**src/rtl/instr_encoder.sv**
```systemverilog
// ---------------------------------------------------------------------------
// instr_encoder
//
// Turns a stream of mnemonic instruction tokens into 32-bit machine words
// and writes them, one word per cycle, into consecutive addresses of an
// instruction memory. Writing starts at address 0 and stops at 1023.
//
// Control FSM:
//   IDLE -- start --> RUN
//   RUN  -- write to address 1023 --> FULL
//   RUN  -- illegal in_op accepted --> ERR (only if the check is enabled)
//   FULL and ERR are left only through clr or Reset_n.
//
// Optional feature macro: INSTR_ENC_ILLEGAL_CHECK_EN
//   defined   : an accepted illegal in_op (14, 15) writes nothing, and the
//               block enters ERR with err=1.
//   undefined : an illegal in_op is written as a nop (32'h0). ERR cannot
//               be reached and err is tied to 0.
//
// Ports:
//   clk          in   rising-edge clock for all state
//   Reset_n      in   asynchronous active-low reset
//   start        in   pulse, moves IDLE -> RUN
//   clr          in   synchronous abort: back to IDLE, address and count to 0
//   in_valid     in   token valid
//   in_ready     out  token ready; a token transfers when both are high
//   in_op[3:0]   in   mnemonic selector (0 nop .. 13 sw, 14-15 illegal)
//   in_rs/rd/rt  in   5-bit register fields
//   in_func[5:0] in   R-type function field
//   in_imm[15:0] in   immediate field for non-R ops
//   im_WrEn      out  instruction-memory write strobe (one cycle per word)
//   im_Addr[9:0] out  write address
//   im_WrData    out  encoded 32-bit word
//   word_cnt     out  number of words written since reset/clr (0..1024)
//   done         out  high while in FULL
//   err          out  high while in ERR
// ---------------------------------------------------------------------------
module instr_encoder (
  input  logic        clk,
  input  logic        Reset_n,
  input  logic        start,
  input  logic        clr,
  input  logic        in_valid,
  output logic        in_ready,
  input  logic [3:0]  in_op,
  input  logic [4:0]  in_rs,
  input  logic [4:0]  in_rd,
  input  logic [4:0]  in_rt,
  input  logic [5:0]  in_func,
  input  logic [15:0] in_imm,
  output logic        im_WrEn,
  output logic [9:0]  im_Addr,
  output logic [31:0] im_WrData,
  output logic [10:0] word_cnt,
  output logic        done,
  output logic        err
);

  typedef enum logic [1:0] {
    S_IDLE = 2'd0,
    S_RUN  = 2'd1,
    S_FULL = 2'd2,
    S_ERR  = 2'd3
  } state_t;

  // Mnemonic codes carried on in_op.
  typedef enum logic [3:0] {
    OP_NOP  = 4'd0,
    OP_R    = 4'd1,
    OP_LI   = 4'd2,
    OP_LUI  = 4'd3,
    OP_ADDI = 4'd4,
    OP_ANDI = 4'd5,
    OP_ORI  = 4'd6,
    OP_B    = 4'd7,
    OP_BEQ  = 4'd8,
    OP_BNE  = 4'd9,
    OP_LB   = 4'd10,
    OP_SB   = 4'd11,
    OP_LW   = 4'd12,
    OP_SW   = 4'd13
  } mnem_t;

  localparam logic [9:0] LAST_ADDR = 10'd1023;

  state_t      state;
  state_t      state_nxt;
  logic [9:0]  addr;       // next address to be written
  logic        accept;     // token handshake completes this cycle
  logic        wr_fire;    // accepted token produces a memory write
  logic        legal;      // in_op is one of the 14 defined mnemonics
  logic        is_nop;
  logic        is_rtype;
  logic [5:0]  opcode;
  logic [31:0] enc_word;

  // -------------------------------------------------------------------------
  // Handshake. Ready is combinational so clr masks it in the same cycle and
  // no token can slip in while the block is being aborted.
  // -------------------------------------------------------------------------
  assign in_ready = (state == S_RUN) && !clr;
  assign accept   = in_valid && in_ready;

`ifdef INSTR_ENC_ILLEGAL_CHECK_EN
  assign wr_fire  = accept && legal;
`else
  assign wr_fire  = accept;
`endif

  // -------------------------------------------------------------------------
  // Opcode lookup.
  // NOTE: every signal of an always_comb block gets a default before the
  // case statement, so no path leaves it unassigned and no latch is inferred.
  // -------------------------------------------------------------------------
  always_comb begin
    opcode   = 6'b000000;
    legal    = 1'b1;
    is_nop   = 1'b0;
    is_rtype = 1'b0;
    case (in_op)
      OP_NOP:  is_nop   = 1'b1;
      OP_R: begin
        is_rtype = 1'b1;
        opcode   = 6'b100000;
      end
      OP_LI:   opcode = 6'b111000;
      OP_LUI:  opcode = 6'b111001;
      OP_ADDI: opcode = 6'b110000;
      OP_ANDI: opcode = 6'b110010;
      OP_ORI:  opcode = 6'b110011;
      OP_B:    opcode = 6'b111111;
      OP_BEQ:  opcode = 6'b000000;
      OP_BNE:  opcode = 6'b000001;
      OP_LB:   opcode = 6'b000011;
      OP_SB:   opcode = 6'b000111;
      OP_LW:   opcode = 6'b001111;
      OP_SW:   opcode = 6'b011111;
      default: legal  = 1'b0;
    endcase
  end

  // Word assembly. R-type puts rt/func in the low half and ignores in_imm;
  // every other format ignores rt/func. An illegal op falls back to a nop
  // word, which is what gets written when the illegal check is compiled out.
  always_comb begin
    if (is_nop || !legal) begin
      enc_word = 32'h0000_0000;
    end else if (is_rtype) begin
      enc_word = {opcode, in_rs, in_rd, in_rt, 5'b00000, in_func};
    end else begin
      enc_word = {opcode, in_rs, in_rd, in_imm};
    end
  end

  // -------------------------------------------------------------------------
  // Control FSM: state register.
  // NOTE: sequential state uses non-blocking assignments so every register
  // samples the values from before the edge, independent of statement order.
  // -------------------------------------------------------------------------
  always_ff @(posedge clk or negedge Reset_n) begin
    if (!Reset_n) begin
      state <= S_IDLE;
    end else begin
      state <= state_nxt;
    end
  end

  // Control FSM: next-state logic. clr has priority over everything,
  // including a start in the same cycle.
  always_comb begin
    state_nxt = state;
    if (clr) begin
      state_nxt = S_IDLE;
    end else begin
      case (state)
        S_IDLE: begin
          if (start) begin
            state_nxt = S_RUN;
          end
        end
        S_RUN: begin
          // The word going to the last address fills the memory; since the
          // address never wraps, FULL is what stops a 1025th write.
          if (wr_fire && (addr == LAST_ADDR)) begin
            state_nxt = S_FULL;
          end
`ifdef INSTR_ENC_ILLEGAL_CHECK_EN
          if (accept && !legal) begin
            state_nxt = S_ERR;
          end
`endif
        end
        S_FULL:  state_nxt = S_FULL;
        S_ERR:   state_nxt = S_ERR;
        default: state_nxt = S_IDLE;
      endcase
    end
  end

  // -------------------------------------------------------------------------
  // Write port and counters. The write is registered: a token accepted at
  // one edge appears on the memory port for exactly the following cycle.
  // Reset clears the strobe asynchronously, so a write in flight when
  // Reset_n falls is dropped.
  // -------------------------------------------------------------------------
  always_ff @(posedge clk or negedge Reset_n) begin
    if (!Reset_n) begin
      im_WrEn   <= 1'b0;
      im_Addr   <= 10'd0;
      im_WrData <= 32'h0000_0000;
      addr      <= 10'd0;
      word_cnt  <= 11'd0;
    end else begin
      im_WrEn <= 1'b0;
      if (clr) begin
        im_Addr   <= 10'd0;
        im_WrData <= 32'h0000_0000;
        addr      <= 10'd0;
        word_cnt  <= 11'd0;
      end else if (wr_fire) begin
        im_WrEn   <= 1'b1;
        im_Addr   <= addr;
        im_WrData <= enc_word;
        // After address 1023 this rolls to 0, but FULL blocks any further
        // accept, so the rolled value is never used for a write.
        addr      <= addr + 10'd1;
        word_cnt  <= word_cnt + 11'd1;
      end
    end
  end

  // -------------------------------------------------------------------------
  // Status outputs decoded straight from the state register.
  // -------------------------------------------------------------------------
  assign done = (state == S_FULL);

`ifdef INSTR_ENC_ILLEGAL_CHECK_EN
  assign err = (state == S_ERR);
`else
  assign err = 1'b0;
`endif

endmodule

```
**config.mk**
```make
export PLATFORM = sky130hd
export DESIGN_NAME = instr_encoder
export DESIGN_NICKNAME = d
export VERILOG_FILES = /design/src/rtl/instr_encoder.sv
export SDC_FILE = /design/constraint.sdc
export NUM_CORES = 1
export LEC_CHECK = 0
export ABC_AREA = 1
export CORE_MARGIN = 4
export CORE_UTILIZATION = 40
export DETAILED_ROUTE_END_ITERATION = 6
export MAX_ROUTING_LAYER = met4
export PLACE_DENSITY_LB_ADDON = 0.1
export SLEW_MARGIN = 20
export SYNTH_ARGS = -nofsm -noshare
export SYNTH_HDL_FRONTEND = slang
export SYNTH_SLANG_ARGS = --single-unit
```
**constraint.sdc**
```tcl
create_clock -name clk -period 3.1 [get_ports clk]
set_input_delay 0.62 -clock clk [delete_from_list [all_inputs] [get_ports clk]]
set_output_delay 0.62 -clock clk [all_outputs]
set_load 0.05 [all_outputs]
```
==> metrics list <==
- In the final layout, the share of cells above drive strength 1 is 0.0887.
* FF+latch count, synth: 66
* Number of flops mapped to enable cells by yosys: 0
- By area, the combinational part of the netlist is dominated by simple AND/OR/NAND/NOR gates.
- Measured on the finished design, the core utilization comes to 0.573.
- Worst path setup slack after routing: 0.680 ns
- Worst min-delay path category: in -> async
- Synthesized area per cell: 9.01 um^2
- Of the total synthesized cell area, the portion taken by AND, OR, NAND and NOR gates is 0.214.
- Of the post-synthesis cell area, the dominant cell type holds 0.518.
* Number of buffers added by the clock tree synthesis step: 9
- The die is 97.3 um tall.
- Overall global routing resource usage: 0.177
- The first global-routing pass estimated 13400 um of wire.
- Post-DP HPWL: 5650 um
* Worst Tran Pin Value: 0.537 ns
- Final hold violations: 0
* Data required time of the critical path: 2.48 ns
* Dominant cell type by area after synthesis: sky130_fd_sc_hd__dfrtp_1
- CORE AREA: 0.00773 mm^2
* DIE WIDTH: 97.3 um
- # diodes: 0
- Vias/cell: 4.93
- Power spread over the standard cell area amounts to 518 mW/mm^2.
- Post-synth ARST share: 1.00
* Pin count of the biggest net entering global routing: 42
- Of the total synthesized cell area, the portion taken by full adders, half adders and majority gates is 0.0235.
* Worst-skew pair later-pin latency: 0.34 ns
* Row count: 32
* Net count of the finished layout: 509
- Dividing the final minimum period by the clock period gives 0.781.
- Netlist area before placement: 0.00319 mm^2
- Worst slew margin relative to its limit: 0.641
- The synthesized-area fraction occupied by ao, oa, aoi and oai cells came to 0.162.
- Max-cap violations in this run came to 0.
- The worst setup path is captured at an output pin.
* Peak supply drop: 0.290 mV
* Max incr delay on CP: 0.80 ns
- After detailed routing, the number of remaining DRC violations is 0.
- Clock buffer depth: 2
* Result of the run: finished, final reports clean
* Count of final max-slew check failures: 0
- Final critical delay including setup and external delays: 2.42 ns
- For this run, the number of Yosys warnings is 0.
- Mapped Nets: 406
- CTS placed an instance of sky130_fd_sc_hd__clkbuf_8 at the clock tree root.
- H-tree levels: 3
- For this block, the via count after detailed routing is 2782.
- By area the synthesized netlist is led by sky130_fd_sc_hd__dfrtp_1 (52%), sky130_fd_sc_hd__nand2_1 (11%), sky130_fd_sc_hd__o21ai_0 (4.7%).
* Synth-to-layout area growth: 38.9%
- Sequential share of the synthesized area: 0.518
- After clock tree synthesis, the repair step resized 0 gates.
- Antenna violations before repair: 0
* Worst-path clk slew: 0.07 ns
* Number of sinks handled by clock tree synthesis: 66
* Count of antenna-violating nets left after detailed routing: 0
* Type of origin of the critical path: flop
- On the critical path, the stage with the largest delay is an instance of sky130_fd_sc_hd__clkdlybuf4s50_1.
* Post-Synthesis Cells: 354
- At the end of routability-driven placement, the weighted congestion stood at 0.839.
* Post-synthesis share of cell area spent on xor and xnor gates: 0.00275
- After detailed routing, the total wire length is 7900 um.
- Area of the die: 0.00946 mm^2
- Arr. time, crit path: 1.80 ns
- Final setup vio count: 0
- # hold bufs at CTS: 0
- Detailed Routing Iterations Pass 1: 5
- Of the post-synthesis cell area, the part taken by muxes is 0.
- For the final routed database, the setup TNS stands at 0 ns.
- Setup repair after global routing left no endpoint under its margin.
- Among all flip-flop cells after synthesis, the most frequent one is sky130_fd_sc_hd__dfrtp_1.
- Setup slack after placement: 0.612 ns
* Critical path class: reg -> out
* Post-route clock skew: 0.00536 ns
- First-iteration detailed-routing DRC count: 119
* Starting density of the core: 0.413
- Clock tree from TritonCTS: built
- Along the worst path, the maximum fanout reaches 3.
* Via count of the first global-routing pass: 2769
- The signal on the critical path passes through inv_1 > ha_1 > clkdlybuf4s50_1.
- # Post-CTS Setup Buffers: 0
- Remaining global-route overflow: 0
* Static Leak: 2.11 nW
- I/O pin cnt: 103
- Input/output buffers: 101
* Highest attainable clock frequency: 413 MHz
- In this run, distinct cell masters in the synthesized netlist total 32.
* Average wire length per cell after detail routing: 14.0 um
## logic make-up after synthesis
kind of cell / Yosys count
and+or+nand+nor: 152
AOI/OAI and AO/OA: 83
DFF: 66
buffers and inverters: 45
adders and majority gates: 6
xor gates and xnor gates: 1
other: 1
## path summary, 6_finish.rpt
check,start,end,slack [ns],cells past startpoint
setup / recovery,state[0],done,0.68,3
hold / removal,Reset_n,im_WrData[9],0.28,2
setup reg to reg,state[1],im_WrData[17],1.16,8
hold reg to reg,im_Addr[8],im_Addr[8],0.48,2
max in group asynchronous,Reset_n,im_Addr[3],2.38,2
min in group clk,im_Addr[8],im_Addr[8],0.48,2
## power by group
| group | leakage (nW) | internal, mW | switching [mW] | total (mW) |
|---|---|---|---|---|
| Combinational | 1.10 | 0.233 | 0.425 | 0.658 |
| Sequential | 0.914 | 0.927 | 0.0430 | 0.970 |
| Clock | 0.0924 | 0.333 | 0.332 | 0.664 |
## state kept, by name, summed over array words and instances, names as in the netlist
register,flops
im_WrData,32
word_cnt,11
addr,10
im_Addr,10
state,2
im_WrEn,1
## placed cells by master (no fill, tap or decap), types with 4 or more instances in the layout
cell	count
sky130_fd_sc_hd__nand2_1	90
sky130_fd_sc_hd__nand4_1	5
sky130_fd_sc_hd__a21oi_2	4
sky130_fd_sc_hd__o21ai_1	4
sky130_fd_sc_hd__a22o_1	14
sky130_fd_sc_hd__inv_1	26
sky130_fd_sc_hd__nor2_1	22
sky130_fd_sc_hd__clkbuf_8	11
sky130_fd_sc_hd__a21oi_1	16
sky130_fd_sc_hd__nand3_1	21
sky130_fd_sc_hd__a21o_1	11
sky130_fd_sc_hd__nor2_2	4
sky130_fd_sc_hd__o21ai_0	30
sky130_fd_sc_hd__ha_1	6
sky130_fd_sc_hd__clkdlybuf4s50_1	99
sky130_fd_sc_hd__dfrtp_1	66
sky130_fd_sc_hd__buf_4	7
## area by class of cell
class	instances	area, um^2
inverters	29	111
well taps	102	128
repair buffers	108	1070
multi-input cells	243	1290
clock inverters	4	26.3
flip-flops and latches	66	1650
clock buffers	12	155
fillers	706	3300
## per-layer routing
layer  GRT usage  routed length, um  vias to the layer above
met5           -                  0                        -
met4      0.0426                 45                        0
met3      0.0538                454                        7
met2       0.261               3540                       85
met1       0.241               3860                     1310
li1            -                  -                     1380
## synth_stat cells (2+ instances only)
master                     n
sky130_fd_sc_hd__nand2_1  90
sky130_fd_sc_hd__nor2_1   22
sky130_fd_sc_hd__nor2_4    2
sky130_fd_sc_hd__buf_6     8
sky130_fd_sc_hd__nor3_1    2
sky130_fd_sc_hd__buf_2     4
sky130_fd_sc_hd__o21ai_1   4
sky130_fd_sc_hd__a21o_1   11
sky130_fd_sc_hd__buf_4     3
sky130_fd_sc_hd__a21oi_2   4
sky130_fd_sc_hd__nand4_1   5
sky130_fd_sc_hd__o21ai_0  30
sky130_fd_sc_hd__a21oi_1  16
sky130_fd_sc_hd__nand2_2   2
sky130_fd_sc_hd__inv_1    26
sky130_fd_sc_hd__a22o_1   14
sky130_fd_sc_hd__nor2_2    4
sky130_fd_sc_hd__dfrtp_1  66
sky130_fd_sc_hd__a31oi_1   3
sky130_fd_sc_hd__ha_1      6
sky130_fd_sc_hd__nand3_1  21
## per-stage QoR
stage	cell area [um^2]	total power [mW]	instances	hold WS [ns]
after floorplan	3190	1.42	354	0.324
after global placement	4250	1.64	548	0.461
after detailed placement	4250	1.65	548	0.463
after CTS	4430	2.33	564	0.268
after global routing	4430	2.42	564	0.293
final	4430	2.29	564	0.275
## critical path: cells and delay by family, from the launching register on
kind / cells / cell delay [ns]
adder cells (fa/ha/maj): 1 / 0.15
flip-flops: 1 / 0.40
buffers and inverters: 2 / 0.91
No activity file was read; power rests on OpenSTA's default activity.
